## src/rtl/core_pkg.sv

```systemverilog
// Shared core definitions for register-file addressing.
//   NREGS      - number of architectural integer registers
//   REG_ADDR_W - width of a register address
//   reg_addr_t - register address type
//   ZERO_REG   - address of x0, which is never tracked
package core_pkg;

  localparam int unsigned NREGS      = 32;
  localparam int unsigned REG_ADDR_W = 5;

  typedef logic [REG_ADDR_W-1:0] reg_addr_t;

  localparam reg_addr_t ZERO_REG = '0;

endpackage

```

## src/rtl/regfile_scoreboard_if.sv

```systemverilog
// Issue/writeback handshake between decode, writeback and the register-file scoreboard.
//   master : decode/writeback side, drives issue, writeback and flush requests
//   slave  : scoreboard side, returns stall, fire, per-register busy and sticky error
interface regfile_scoreboard_if #(
  parameter int unsigned NREGS = core_pkg::NREGS
);
  import core_pkg::*;

  logic             issue_valid_i;
  reg_addr_t        rs1_i;
  reg_addr_t        rs2_i;
  reg_addr_t        rd_i;
  logic             rs1_used_i;
  logic             rs2_used_i;
  logic             rd_wr_i;
  logic             wb_valid_i;
  reg_addr_t        wb_rd_i;
  logic             flush_i;
  logic             stall_o;
  logic             issue_fire_o;
  logic [NREGS-1:0] busy_o;
  logic             err_o;

  modport master (
    output issue_valid_i, rs1_i, rs2_i, rd_i, rs1_used_i, rs2_used_i, rd_wr_i,
    output wb_valid_i, wb_rd_i, flush_i,
    input  stall_o, issue_fire_o, busy_o, err_o
  );

  modport slave (
    input  issue_valid_i, rs1_i, rs2_i, rd_i, rs1_used_i, rs2_used_i, rd_wr_i,
    input  wb_valid_i, wb_rd_i, flush_i,
    output stall_o, issue_fire_o, busy_o, err_o
  );

endinterface

```

## src/rtl/regfile_scoreboard_counter.sv

```systemverilog
// sb_counter: saturating up/down pending-write counter for one register.
//   clk, rst  - clock, asynchronous active-high reset
//   inc, dec  - one issued write / one retired write; both together leave the count unchanged
//   clr       - clear to zero, overrides inc/dec
//   cnt       - current count
//   underflow - a lone retire arrived while the count was already zero
module sb_counter #(
  parameter int unsigned CNTW = 2
) (
  input  logic            clk,
  input  logic            rst,
  input  logic            inc,
  input  logic            dec,
  input  logic            clr,
  output logic [CNTW-1:0] cnt,
  output logic            underflow
);

  localparam logic [CNTW-1:0] CntMax = '1;

  logic [CNTW-1:0] cnt_q;

  always_ff @(posedge clk or posedge rst) begin
    if (rst) begin
      cnt_q <= '0;
    end else if (clr) begin
      cnt_q <= '0;
    end else if (inc && !dec && cnt_q != CntMax) begin
      cnt_q <= cnt_q + CNTW'(1);
    end else if (dec && !inc && cnt_q != '0) begin
      cnt_q <= cnt_q - CNTW'(1);
    end
  end

  assign cnt       = cnt_q;
  assign underflow = dec && !inc && !clr && (cnt_q == '0);

endmodule

```

## src/rtl/regfile_scoreboard.sv

```systemverilog
// Register-file hazard scoreboard. Counts in-flight writes per architectural register and
// stalls issue on RAW hazards or when a destination's counter is saturated.
//   clk, rst - clock, asynchronous active-high reset
//   sb       - slave side of the issue/writeback interface (stall, fire, busy, sticky error)
module regfile_scoreboard #(
  parameter int unsigned NREGS = core_pkg::NREGS,
  parameter int unsigned CNTW  = 2
) (
  input logic                 clk,
  input logic                 rst,
  regfile_scoreboard_if.slave sb
);
  import core_pkg::*;

  localparam logic [CNTW-1:0] CntMax = '1;

  logic [CNTW-1:0]  cnt [NREGS];
  logic [NREGS-1:0] uf;
  logic             raw1, raw2, waw_sat;
  logic             stall, fire;
  logic [NREGS-1:0] busy;
  logic             err_q;

  // x0 is never tracked.
  assign cnt[0] = '0;
  assign uf[0]  = 1'b0;

  // Hazards see only registered counters: a writeback clears its hazard one cycle later.
  assign raw1    = sb.rs1_used_i && (sb.rs1_i != ZERO_REG) && (cnt[sb.rs1_i] != '0);
  assign raw2    = sb.rs2_used_i && (sb.rs2_i != ZERO_REG) && (cnt[sb.rs2_i] != '0);
  assign waw_sat = sb.rd_wr_i && (sb.rd_i != ZERO_REG) && (cnt[sb.rd_i] == CntMax);

  assign stall = !rst && sb.issue_valid_i && (raw1 || raw2 || waw_sat);
  assign fire  = !rst && sb.issue_valid_i && !stall;

  for (genvar r = 1; r < NREGS; r++) begin : g_cnt
    logic inc, dec;
    assign inc = fire && sb.rd_wr_i && (sb.rd_i == reg_addr_t'(r));
    assign dec = sb.wb_valid_i && (sb.wb_rd_i == reg_addr_t'(r));

    sb_counter #(
      .CNTW(CNTW)
    ) u_cnt (
      .clk       (clk),
      .rst       (rst),
      .inc       (inc),
      .dec       (dec),
      .clr       (sb.flush_i),
      .cnt       (cnt[r]),
      .underflow (uf[r])
    );
  end

  // Sticky: only reset clears it; a flush cycle's writeback is never an error.
  always_ff @(posedge clk or posedge rst) begin
    if (rst) begin
      err_q <= 1'b0;
    end else if (!sb.flush_i && (|uf)) begin
      err_q <= 1'b1;
    end
  end

  always_comb begin
    busy = '0;
    for (int r = 1; r < NREGS; r++) begin
      busy[r] = (cnt[r] != '0);
    end
  end

  assign sb.stall_o      = stall;
  assign sb.issue_fire_o = fire;
  assign sb.busy_o       = busy;
  assign sb.err_o        = err_q;

endmodule

```

## src/flat_wrapper.sv

```systemverilog
// flat-port wrapper written by rule: the top's interface ports become plain ports
module regfile_scoreboard_flat import core_pkg::*;
#(
  parameter int unsigned NREGS = core_pkg::NREGS,
  parameter int unsigned CNTW  = 2
)
  (clk, rst, sb_issue_valid_i, sb_rs1_i, sb_rs2_i, sb_rd_i, sb_rs1_used_i, sb_rs2_used_i, sb_rd_wr_i, sb_wb_valid_i, sb_wb_rd_i, sb_flush_i, sb_stall_o, sb_issue_fire_o, sb_busy_o, sb_err_o);
  regfile_scoreboard_if #(.NREGS(NREGS)) sb_i ();
  input logic clk;
  input logic rst;
  input wire logic [$bits(sb_i.issue_valid_i)-1:0] sb_issue_valid_i;
  input wire logic [$bits(sb_i.rs1_i)-1:0] sb_rs1_i;
  input wire logic [$bits(sb_i.rs2_i)-1:0] sb_rs2_i;
  input wire logic [$bits(sb_i.rd_i)-1:0] sb_rd_i;
  input wire logic [$bits(sb_i.rs1_used_i)-1:0] sb_rs1_used_i;
  input wire logic [$bits(sb_i.rs2_used_i)-1:0] sb_rs2_used_i;
  input wire logic [$bits(sb_i.rd_wr_i)-1:0] sb_rd_wr_i;
  input wire logic [$bits(sb_i.wb_valid_i)-1:0] sb_wb_valid_i;
  input wire logic [$bits(sb_i.wb_rd_i)-1:0] sb_wb_rd_i;
  input wire logic [$bits(sb_i.flush_i)-1:0] sb_flush_i;
  output wire logic [$bits(sb_i.stall_o)-1:0] sb_stall_o;
  output wire logic [$bits(sb_i.issue_fire_o)-1:0] sb_issue_fire_o;
  output wire logic [$bits(sb_i.busy_o)-1:0] sb_busy_o;
  output wire logic [$bits(sb_i.err_o)-1:0] sb_err_o;
  assign sb_i.issue_valid_i = sb_issue_valid_i;
  assign sb_i.rs1_i = sb_rs1_i;
  assign sb_i.rs2_i = sb_rs2_i;
  assign sb_i.rd_i = sb_rd_i;
  assign sb_i.rs1_used_i = sb_rs1_used_i;
  assign sb_i.rs2_used_i = sb_rs2_used_i;
  assign sb_i.rd_wr_i = sb_rd_wr_i;
  assign sb_i.wb_valid_i = sb_wb_valid_i;
  assign sb_i.wb_rd_i = sb_wb_rd_i;
  assign sb_i.flush_i = sb_flush_i;
  assign sb_stall_o = sb_i.stall_o;
  assign sb_issue_fire_o = sb_i.issue_fire_o;
  assign sb_busy_o = sb_i.busy_o;
  assign sb_err_o = sb_i.err_o;
  regfile_scoreboard #(.NREGS(NREGS), .CNTW(CNTW)) u_core (.clk(clk), .rst(rst), .sb(sb_i));
endmodule
```

## config.mk

```make
export PLATFORM = sky130hd
export DESIGN_NAME = regfile_scoreboard_flat
export DESIGN_NICKNAME = d
export VERILOG_FILES = /design/src/rtl/core_pkg.sv /design/src/rtl/regfile_scoreboard_if.sv /design/src/rtl/regfile_scoreboard_counter.sv /design/src/rtl/regfile_scoreboard.sv /design/src/flat_wrapper.sv
export SDC_FILE = /design/constraint.sdc
export NUM_CORES = 1
export LEC_CHECK = 0
export ABC_CLOCK_PERIOD_IN_PS = 4590
export BUFFER_PORTS_ARGS = -buffer_cell sky130_fd_sc_hd__buf_2
export CAP_MARGIN = 20
export CORE_UTILIZATION = 30
export DETAILED_ROUTE_END_ITERATION = 6
export GPL_TIMING_DRIVEN = 0
export PLACE_DENSITY = 0.47
export SLEW_MARGIN = 20
export SYNTH_ARGS = -nofsm -noshare
export SYNTH_HDL_FRONTEND = slang
export SYNTH_SLANG_ARGS = --single-unit
export TNS_END_PERCENT = 30
```

## constraint.sdc

```tcl
create_clock -name clk -period 4.59 [get_ports clk]
set_input_delay 0.2295 -clock clk [delete_from_list [all_inputs] [get_ports clk]]
set_output_delay 0.2295 -clock clk [all_outputs]
set_load 0.05 [all_outputs]
```

Word-level counts from Yosys, hierarchy flattened
Index checks and enable logic that the tools add are counted.
- add/sub/neg operators: 62
- magnitude comparators: 3
- equal/unequal tests: 94
- muxes and demuxes: 102
- bitwise operators: 3
- reduce and logical (&&, ||, !) cells: 425
- operators by type and width (cell ; count):
    $logic_and 1x1->1 ; 259
    $mux 2 ; 99
    $eq 5x5->1 const B ; 32
    $reduce_bool 3->1 ; 31
    $eq 5x4->1 const B ; 16
    $reduce_bool 2->1 ; 33
    $logic_not 1->1 ; 65
    $add 2x1->2 const B ; 31
    $logic_not 2->1 ; 31
    $ne 2x2->1 const B ; 31
    $sub 2x1->2 const B ; 31
    $eq 5x3->1 const B ; 8
    $reduce_or 31->1 ; 1
    $bmux 2 s5 ; 3
    $eq 5x2->1 const B ; 4
    $ge 6x6->1 const B ; 3
    $not 5->6 ; 3
    $reduce_bool 5->1 ; 3
    $eq 5x1->1 const B ; 2
    $eq 2x2->1 const B ; 1
    $logic_or 1x1->1 ; 2
- register bits: 63
- logic and storage cells: 721

Depth between registers and ports, before layout
Gate-level depths: netlist of the first run.
- depth after elaboration: 19
- gate-level depth with buffers: 14
- gate-level depth less buffers: 11

Hierarchy
Synthesis of the first run repeated with hierarchy kept, for this count alone.
- cells, all modules: 753
- area, all modules: 6284.8 µm²
- by module, submodules not included (module ; instances ; cells an instance ; area an instance (µm²) ; seq. area each (µm²)):
    sb_counter ; 31 ; 14 ; 131.4 ; 50.0
    regfile_scoreboard ; 1 ; 319 ; 2212.1 ; 25.0

Least setup slack after synthesis of the first run
No wires, ideal clock.
- kind: register to register
- start: register u_core.g_cnt[15].u_cnt.cnt_q[1]
- end: register u_core.g_cnt[30].u_cnt.cnt_q[0]
- setup time: 0.133 ns
- arrival: 3.560 ns
- slack: 0.897 ns
- stages on the path, launching flop included: 12
- path buffers: 1
- cells stage by stage: dfrtp_1 or2_1 mux2_2 mux4_2 nor3b_1 or4_4 nand3_4 buf_6 nor2_1 nor4b_2 o21a_1 nor3_1
- longest elaborated chain between the ends: 16
- elaborated cells on any way between the ends: 30
- those cells by class: eq/ne (1); mux (11); reduce/logical (18)
- RTL lines (item ; line ; text):
    from (decl) ; regfile_scoreboard_counter.sv:21 ; logic [CNTW-1:0] cnt_q;
    from (signal assigned) ; regfile_scoreboard_counter.sv:29 ; cnt_q <= cnt_q + CNTW'(1);
    from (signal assigned) ; regfile_scoreboard_counter.sv:31 ; cnt_q <= cnt_q - CNTW'(1);
    $bmux 2 s5 (on tied branches) ; regfile_scoreboard.sv:29, regfile_scoreboard.sv:30 ;
    $mux 2 (on tied branches) (2 in a row) ; regfile_scoreboard.sv:29, regfile_scoreboard.sv:30 ;
    $reduce_bool 2->1 (on tied branches) ; regfile_scoreboard.sv:29, regfile_scoreboard.sv:30 ;
    $logic_and 1x1->1 (on tied branches) ; regfile_scoreboard.sv:29, regfile_scoreboard.sv:30 ;
    $logic_or 1x1->1 ; regfile_scoreboard.sv:33 ; assign stall = !rst && sb.issue_valid_i && (raw1 || raw2 || waw_sat);
    $logic_or 1x1->1 * ; regfile_scoreboard.sv:33 ;
    $logic_and 1x1->1 * ; regfile_scoreboard.sv:33 ;
    $logic_not 1->1 * ; regfile_scoreboard.sv:34 ; assign fire = !rst && sb.issue_valid_i && !stall;
    $logic_and 1x1->1 * ; regfile_scoreboard.sv:34 ;
    via sb_issue_fire_o ; flat_wrapper.sv:22 ; output wire logic [$bits(sb_i.issue_fire_o)-1:0] sb_issue_fire_o;
    $logic_and 1x1->1 * (2 in a row) ; regfile_scoreboard.sv:38 ; assign inc = fire && sb.rd_wr_i && (sb.rd_i == reg_addr_t'(r));
    $logic_and 1x1->1 or $logic_not 1->1 (tied branches) ; regfile_scoreboard_counter.sv:28, regfile_scoreboard_counter.sv:30 ;
    $logic_and 1x1->1 (on tied branches) ; regfile_scoreboard_counter.sv:28, regfile_scoreboard_counter.sv:30 ;
    $mux 2 or $logic_and 1x1->1 (tied branches) ; regfile_scoreboard_counter.sv:28, regfile_scoreboard_counter.sv:30 ;
    $mux 2 or $reduce_bool 3->1 (tied branches) ; n/a ;
    to (signal assigned) ; regfile_scoreboard_counter.sv:29 ;
    to (signal assigned) ; regfile_scoreboard_counter.sv:31 ;
    to (decl) ; regfile_scoreboard_counter.sv:21 ;
Mark *: on every way through the listed nets, which the timed path passes. The rest lies on a longest branch. The select of a mux whose other input is x is not followed.
A chain may end at the register's enable or synchronous reset.

Final worst setup path of the first run
- start: register u_core.g_cnt[14].u_cnt.cnt_q[1]
- end: register u_core.err_q, in the netlist u_core.sb.err_o
- longest elaborated chain between the ends: 18
- elaborated cells on any way between the ends: 179
- those cells by class: eq/ne (1); mux (9); reduce/logical (169)
- RTL lines (item ; line ; text):
    from (decl) ; regfile_scoreboard_counter.sv:21 ;
    from (signal assigned) ; regfile_scoreboard_counter.sv:29 ;
    from (signal assigned) ; regfile_scoreboard_counter.sv:31 ;
    $bmux 2 s5 (on tied branches) ; regfile_scoreboard.sv:29, regfile_scoreboard.sv:30 ;
    $mux 2 (on tied branches) (2 in a row) ; regfile_scoreboard.sv:29, regfile_scoreboard.sv:30 ;
    $reduce_bool 2->1 (on tied branches) ; regfile_scoreboard.sv:29, regfile_scoreboard.sv:30 ;
    $logic_and 1x1->1 (on tied branches) ; regfile_scoreboard.sv:29, regfile_scoreboard.sv:30 ;
    $logic_or 1x1->1 (2 in a row) ; regfile_scoreboard.sv:33 ;
    $logic_and 1x1->1 ; regfile_scoreboard.sv:33 ;
    $logic_not 1->1 ; regfile_scoreboard.sv:34 ;
    $logic_and 1x1->1 ; regfile_scoreboard.sv:34 ;
    $logic_and 1x1->1 (2 in a row) ; regfile_scoreboard.sv:38 ;
    $logic_not 1->1 ; regfile_scoreboard_counter.sv:36 ; assign underflow = dec && !inc && !clr && (cnt_q == '0);
    $logic_and 1x1->1 (3 in a row) ; regfile_scoreboard_counter.sv:36 ;
    $reduce_or 31->1 * ; regfile_scoreboard.sv:58 ; end else if (!sb.flush_i && (|uf)) begin
    $logic_and 1x1->1 * ; regfile_scoreboard.sv:58 ;
    to (signal assigned) ; regfile_scoreboard.sv:57 ; err_q <= 1'b0;
    to (signal assigned) ; regfile_scoreboard.sv:59 ; err_q <= 1'b1;
    to (decl) ; regfile_scoreboard.sv:22 ; logic err_q;
Every way passes the cells marked *; elsewhere a longest branch is shown, timed or not. The select of a mux whose other input is x is not followed.

==> impl_metrics.py, run 1 <==
metrics = {
    "placement": {
        "place.port_buffers": 56,
        "dpl_cell_area_um2": 6312,
        "finalWeightedCongestion": 0.9493,
        "detailed_place_hpwl_mm": 18.89,
        "place_inst": 1032,
    },
    "cts": {
        "clk-insertion-delay-late_ns": 0.35,
        "total_number_of_clock_tree_sinks": 63,
        "cts_tree": "built",
        "post-cts-setup-buffers": 0,
        "cts_resized": 0,
        "postCtsHoldBufs": 1,
        "cts-buffers-inserted": 9,
        "clk_pin_slew_worst_paths_ns": 0.06,
        "htreeDepth": 3,
        "clock_root_buffer": "sky130_fd_sc_hd__clkbuf_16",
        "clock_path_buffers": 2,
    },
    "logic_synthesis": {
        "yosysTopAreaCell": "sky130_fd_sc_hd__dfrtp_1",
        "synthArstFlopShare_pct": 100.0,
        "synth_top_family_by_area": "simple AND/OR/NAND/NOR gates",
        "netlist_top_cells_area": "sky130_fd_sc_hd__dfrtp_1 (28%), sky130_fd_sc_hd__mux4_2 (6.3%), sky130_fd_sc_hd__a21oi_1 (6.0%)",
        "synth_edf_count": 0,
        "simple_logic_cell_fraction_of_the_synthesized_area_pct": 31.03,
        "yosysUniqueCellTypes": 76,
        "synth-xor-area-share_pct": 0.6136,
        "count_of_yosys_warnings_during_synthesis": 0,
        "syn-num-nets": 769,
        "netlist_area_um2": 5709,
        "synth_top_area_share_pct": 27.61,
        "synth-adder-area-share_pct": 0,
        "synthesis.area_per_instance_um2": 7.705,
        "synth.yosys.seq_area_share_pct": 27.61,
        "cells_after_synthesis": 741,
        "ys_dominant_reg_cell": "sky130_fd_sc_hd__dfrtp_1",
        "synth.area.mux_share_pct": 8.898,
        "synth.ff_latch_count": 63,
        "share_of_the_synthesized_area_in_compound_gates_ao_oa_aoi_oai_pct": 26.65,
    },
    "run_status": {
        "status": "completed",
    },
    "cells_and_area": {
        "layout_common_cells": "sky130_fd_sc_hd__nor2_1 (86), sky130_fd_sc_hd__nand2_1 (73), sky130_fd_sc_hd__a21oi_1 (69)",
        "layout-drive-gt1-share_pct": 18.06,
        "final_cell_area_um2": 6620,
        "synthToLayoutAreaGrowth_pct": 15.95,
        "finalCoreUtilization_pct": 35.39,
        "finalNonFillerCells": 1048,
        "antenna-diode-count": 0,
        "finish.net_count": 838,
        "final_common_cell": "sky130_fd_sc_hd__nor2_1",
        "num-fill-cells": 2010,
    },
    "timing": {
        "post-route-min-period_ns": 4.016,
        "slew-limit-headroom_pct": 39.89,
        "timing.final.hold_violations": 0,
        "report.final.slew_viol_count": 0,
        "layout_worst_path_cycle_share_pct": 87.50,
        "unrepaired_setup_endpoints_after_global_routing": "no",
        "finClkSkew_ns": 0.006861,
        "max_freq_mhz": 249.0,
        "setup_viol": 0,
        "worst_slew_pin_slew_ns": 0.9017,
    },
    "worst_setup_path": {
        "crit_path_end_kind": "flip-flop",
        "worstPathMaxFanout": 10,
        "crit_arrival_ns": 4.19,
        "timing.setup.critical_path_class": "flip-flop to flip-flop",
        "crit_required_ns": 4.77,
        "setup.worst_path.start_class": "flip-flop",
    },
    "drt": {
        "dr_total_vias": 6210,
        "dr.first_iter.drc_count": 681,
        "routed_via_density": 5.926,
        "drt.antenna.violating_nets": 0,
        "post-route-drc-count": 0,
        "wire_per_inst_um": 23.32,
        "detailed_routing_iterations_pass_1": 5,
        "drt_wl_total_mm": 24.44,
    },
    "floorplanning": {
        "die_y_um": 140.0,
        "fp.coreArea_um2": 18710,
        "initial_core_util_pct": 30.52,
        "fp.dieArea_um2": 19590,
        "io-pin-count": 63,
        "placementRows": 50,
        "dieWidth_um": 140.0,
    },
    "global_route": {
        "initial_antenna_violation_count": 0,
        "track_usage_pct": 25.68,
        "grt_start_max_net_pins": 40,
        "routing_usage_on_met2_pct": 39.50,
        "groute.layer.met3.usage_pct": 5.265,
        "grt_use_met1_pct": 34.99,
        "grt_pass1_vias": 5893,
        "grt-ovfl-total": 0,
        "grt_busiest_layer": "met2",
        "grt_first_pass_wirelength_mm": 36.69,
    },
    "pwr": {
        "power_density_nw_per_um2": 235.7,
        "total_leakage_power_nw": 2.846,
        "report.power.total_w": 0.001560,
        "ir_drop_mv": 0.1629,
    },
    "job": {
        "timing.max_cap.violations": 0,
    },
    "min_path": {
        "worst_hold_path_type": "input pin to flip-flop",
    },
}
power breakdown:
| group | leakage, nW | switching (W) | internal, W |
|---|---|---|---|
| logic | 1.82 | 0.000207 | 0.0000806 |
| clock network | 0.151 | 0.000261 | 0.000444 |
| registers | 0.877 | 0.00000786 | 0.000560 |
synth_stat cells, drive strengths merged, types with 5 or more instances:
library cell and n:
nor2 86, nand2 73, a21oi 69, dfrtp 63
nor3 53, o21ai 52, a211oi 31, inv 30
or2 28, clkbuf 24, and2 20, nand3 18
mux4 16, buf 15, nand2b 15, nor2b 11
o21a 11, o31ai 11, nor4 10, nor3b 9
mux2i 8, o211ai 8, and3 6, mux2 6
nand4 5
per-layer routing:
layer / routed length [um] / share of wire [%]
met1: 10730 / 44
met2: 11130 / 46
met3: 1967 / 8.0
met4: 609 / 2.5
met5: 0 / 0
critical path, stage by stage, from the launching register on:
cell and delay, ns:
sky130_fd_sc_hd__dfrtp_1 0.43, sky130_fd_sc_hd__nor2_1 0.52, sky130_fd_sc_hd__a21oi_1 0.15, sky130_fd_sc_hd__mux4_2 0.52, sky130_fd_sc_hd__nor3b_1 0.19, sky130_fd_sc_hd__or4_4 0.20
sky130_fd_sc_hd__and3_1 0.17, sky130_fd_sc_hd__clkbuf_1 0.49, sky130_fd_sc_hd__o221a_2 0.34, sky130_fd_sc_hd__o2111ai_1 0.12, sky130_fd_sc_hd__a2111oi_1 0.50, sky130_fd_sc_hd__a32oi_1 0.22
registers in the layout, summed over array words and instances (netlist names):
register,count
u_core.g_cnt.u_cnt.cnt,62
u_core.sb.err_o,1
stage by stage:
step,setup WS [ns],TNS (ns),hold WS [ns]
global route,0.4075,0,0.4280
CTS,0.6739,0,0.3678
finish,0.5737,0,0.3715
detailed placement,0.5577,0,0.2567
floorplan,0.8971,0,0.4716
global placement,-0.4827,-0.4827,0.5434
final cells by class:
class	count	area, um^2	share of cell area [%]
timing repair buffer	58	317.8	4.801
sequential	63	1577	23.81
multi-input combinational	609	3840	58.00
inverter	30	115.1	1.739
tap	234	292.8	4.423
clock inverter	4	45.04	0.6804
buffer	39	180.2	2.722
clock buffer	11	252.7	3.818
worst paths after layout:
kind	from	end	slack, ns	cells past startpoint
max reg2reg	u_core.g_cnt[14].u_cnt.cnt[1]	u_core.sb.err_o	0.57	11
max in group asynchronous	rst	u_core.g_cnt[18].u_cnt.cnt[1]	3.63	4
min	sb_wb_rd_i[2]	u_core.g_cnt[17].u_cnt.cnt[0]	0.37	4
min reg2reg	u_core.g_cnt[25].u_cnt.cnt[0]	u_core.g_cnt[25].u_cnt.cnt[0]	0.54	1
max	u_core.g_cnt[14].u_cnt.cnt[1]	u_core.sb.err_o	0.57	11
min in group asynchronous	rst	u_core.g_cnt[30].u_cnt.cnt[0]	0.43	3
kinds of logic after synthesis:
| kind of cell | after synthesis |
|---|---|
| buf+inv | 69 |
| mux | 30 |
| compound gates | 230 |
| xor+xnor | 4 |
| flops | 63 |
| other cells | 1 |
| simple gates | 344 |
Note: power is estimated with default switching activity, not from simulation.
==> inputs of run 2 (changes only) <==
--- a/config.mk
+++ b/config.mk
@@ -10,7 +10,6 @@
 export CAP_MARGIN = 20
 export CORE_UTILIZATION = 30
 export DETAILED_ROUTE_END_ITERATION = 6
-export GPL_TIMING_DRIVEN = 0
 export PLACE_DENSITY = 0.47
 export SLEW_MARGIN = 20
 export SYNTH_ARGS = -nofsm -noshare
==> impl_metrics.py, run 2 (synthesis gave the netlist of run 1 again) <==
metrics = {
    "cells_and_area": {
        "antenna-diode-count": 0,
        "finish.net_count": 815,
        "regArea_um2": 1577,
        "multi_input_comb_area_um2": 3840,
        "synthToLayoutAreaGrowth_pct": 14.25,
        "layout-drive-gt1-share_pct": 19.09,
        "layout_common_cells": "sky130_fd_sc_hd__nor2_1 (86), sky130_fd_sc_hd__nand2_1 (73), sky130_fd_sc_hd__a21oi_1 (69)",
        "num-fill-cells": 1989,
        "final_common_cell": "sky130_fd_sc_hd__nor2_1",
        "finalCoreUtilization_pct": 34.87,
        "largest_reg_flops": 62,
    },
    "worst_setup_path": {
        "crit_required_ns": 4.79,
        "crit_path_end_kind": "flip-flop",
        "crit_path_max_incr_delay_ns": 0.57,
        "crit_arrival_ns": 4.16,
        "setup.worst_path.start_class": "flip-flop",
        "timing.setup.critical_path_class": "flip-flop to flip-flop",
        "crit_path_top_delay_cell": "sky130_fd_sc_hd__a2111oi_1",
        "worstPathMaxFanout": 36,
        "r2r_slack_ns": 0.63,
        "cp_cell_sequence": "or2_0 > buf_4 > and3_1 > a2111oi_0 > a21oi_1 > nand4b_1 > nand3_4 > nor3_2 > a21boi_1 > a2111oi_1 > a32oi_1",
    },
    "placement": {
        "detailedPlace.worstSlack_ns": 0.5566,
        "place.port_buffers": 61,
        "finalWeightedCongestion": 0.9297,
        "detailed_place_hpwl_mm": 17.94,
    },
    "timing": {
        "post-route-min-period_ns": 3.962,
        "finClkSkew_ns": 0.006116,
        "unrepaired_setup_endpoints_after_global_routing": "no",
        "max_freq_mhz": 252.4,
        "postLayoutSetupSlackWorst_ns": 0.6278,
        "report.final.slew_viol_count": 0,
        "setup_viol": 0,
        "layout_worst_path_cycle_share_pct": 86.32,
        "fin_setup_tns_ns": 0,
        "fin_hold_ws_ns": 0.1517,
        "slew-limit-headroom_pct": 32.56,
        "timing.final.hold_violations": 0,
        "worst_slew_pin_slew_ns": 1.008,
    },
    "global_route": {
        "grt_first_pass_wirelength_mm": 35.36,
        "grt_start_max_net_pins": 64,
        "track_usage_pct": 24.25,
        "grt-ovfl-total": 0,
        "grt_pass1_vias": 5770,
        "initial_antenna_violation_count": 0,
    },
    "pwr": {
        "power.internal_w": 0.001076,
        "power_density_nw_per_um2": 236.1,
        "pwr-share-comb_pct": 17.0,
        "ir_drop_mv": 0.1632,
        "power.share.clock_pct": 46.1,
        "total_net_switching_power_w": 0.0004644,
        "p_seq_share_pct": 36.9,
        "total_leakage_power_nw": 2.821,
        "swShare_pct": 30.16,
    },
    "floorplanning": {
        "io-pin-count": 63,
        "fp.coreArea_um2": 18710,
        "initial_core_util_pct": 30.52,
        "fp.dieArea_um2": 19590,
        "dieWidth_um": 140.0,
        "die_y_um": 140.0,
        "placementRows": 50,
    },
    "drt": {
        "routed_via_density": 5.992,
        "dr.first_iter.drc_count": 763,
        "drt_wl_total_mm": 23.36,
        "drt.antenna.violating_nets": 0,
        "wire_per_inst_um": 22.79,
        "dr_total_vias": 6142,
        "post-route-drc-count": 0,
        "detailed_routing_iterations_pass_1": 5,
    },
    "cts": {
        "htreeDepth": 3,
        "cts-buffers-inserted": 9,
        "clk-insertion-delay-late_ns": 0.35,
        "clock_path_buffers": 2,
        "clock_root_buffer": "sky130_fd_sc_hd__clkbuf_16",
        "total_number_of_clock_tree_sinks": 63,
        "clk_pin_slew_worst_paths_ns": 0.06,
        "postCtsHoldBufs": 0,
        "cts_tree": "built",
        "cts_resized": 0,
        "post-cts-setup-buffers": 0,
    },
    "min_path": {
        "worst_hold_path_type": "input pin to async pin",
    },
    "job": {
        "timing.max_cap.violations": 0,
    },
    "run_status": {
        "status": "completed",
    },
}
-- run 2: cell types whose count changed in the layout (fill, tap and decap cells not counted) --
cell / before / now
sky130_fd_sc_hd__inv_2: 2 / 3
sky130_fd_sc_hd__buf_2: 65 / 61
sky130_fd_sc_hd__dlygate4sd3_1: 1 / 0
sky130_fd_sc_hd__buf_4: 2 / 13
sky130_fd_sc_hd__inv_4: 1 / 0
sky130_fd_sc_hd__buf_6: 2 / 0
sky130_fd_sc_hd__buf_16: 1 / 0
sky130_fd_sc_hd__buf_1: 2 / 0
sky130_fd_sc_hd__clkbuf_1: 24 / 0
-- run 2: layout make-up --
class                           instances  share of cell area [%]
Multi-Input combinational cell        609                   58.87
Sequential cell                        63                   24.17
Inverter                               30                   1.726
Clock buffer                           11                   3.875
Tap cell                              234                   4.489
Clock inverter                          4                  0.6906
Timing Repair Buffer                   74                   6.177
-- run 2: final timing paths --
kind                                          startpoint                       endpoint  depth (start not counted)
setup / recovery            u_core.g_cnt[1].u_cnt.cnt[0]                u_core.sb.err_o                         11
hold / removal                                       rst  u_core.g_cnt[30].u_cnt.cnt[1]                          3
setup reg to reg            u_core.g_cnt[1].u_cnt.cnt[0]                u_core.sb.err_o                         11
hold reg to reg            u_core.g_cnt[28].u_cnt.cnt[0]  u_core.g_cnt[28].u_cnt.cnt[0]                          1
max in group asynchronous                            rst   u_core.g_cnt[5].u_cnt.cnt[0]                          3
min in group clk                           sb_wb_rd_i[2]  u_core.g_cnt[17].u_cnt.cnt[0]                          4
-- run 2: stage by stage --
stage / instance area, um^2 / power [W] / std cells
CTS: 6523 / 0.001552 / 1025
global route: 6523 / 0.001595 / 1025
global placement: 6225 / 0.0008352 / 1010
finish: 6523 / 0.001540 / 1025
floorplan: 5709 / 0.0007535 / 741
detailed placement: 6225 / 0.0008366 / 1010
-- run 2: critical path, delay by kind of cell (launching register included) --
kind | cells | cell delay [ns]
flops | 1 | 0.45
simple gates | 5 | 1.66
buf+inv | 1 | 0.16
compound gates | 5 | 1.52
-- run 2: layer usage --
layer	global-route usage, %	vias up	wire length [um]
li1	-	2819	-
met1	34.27	2985	10490
met2	36.95	289	10440
met3	3.590	49	1793
met4	9.832	0	640
met5	0	-	0
-- run 2: power by group through the flow --
stage,Combinational [W],Sequential (W),Clock (W)
final,0.000262,0.000568,0.000710
after global routing,0.000278,0.000568,0.000749
after CTS,0.000259,0.000568,0.000725
after detailed placement,0.000259,0.000578,0
after global placement,0.000257,0.000578,0
after floorplan,0.000167,0.000586,0
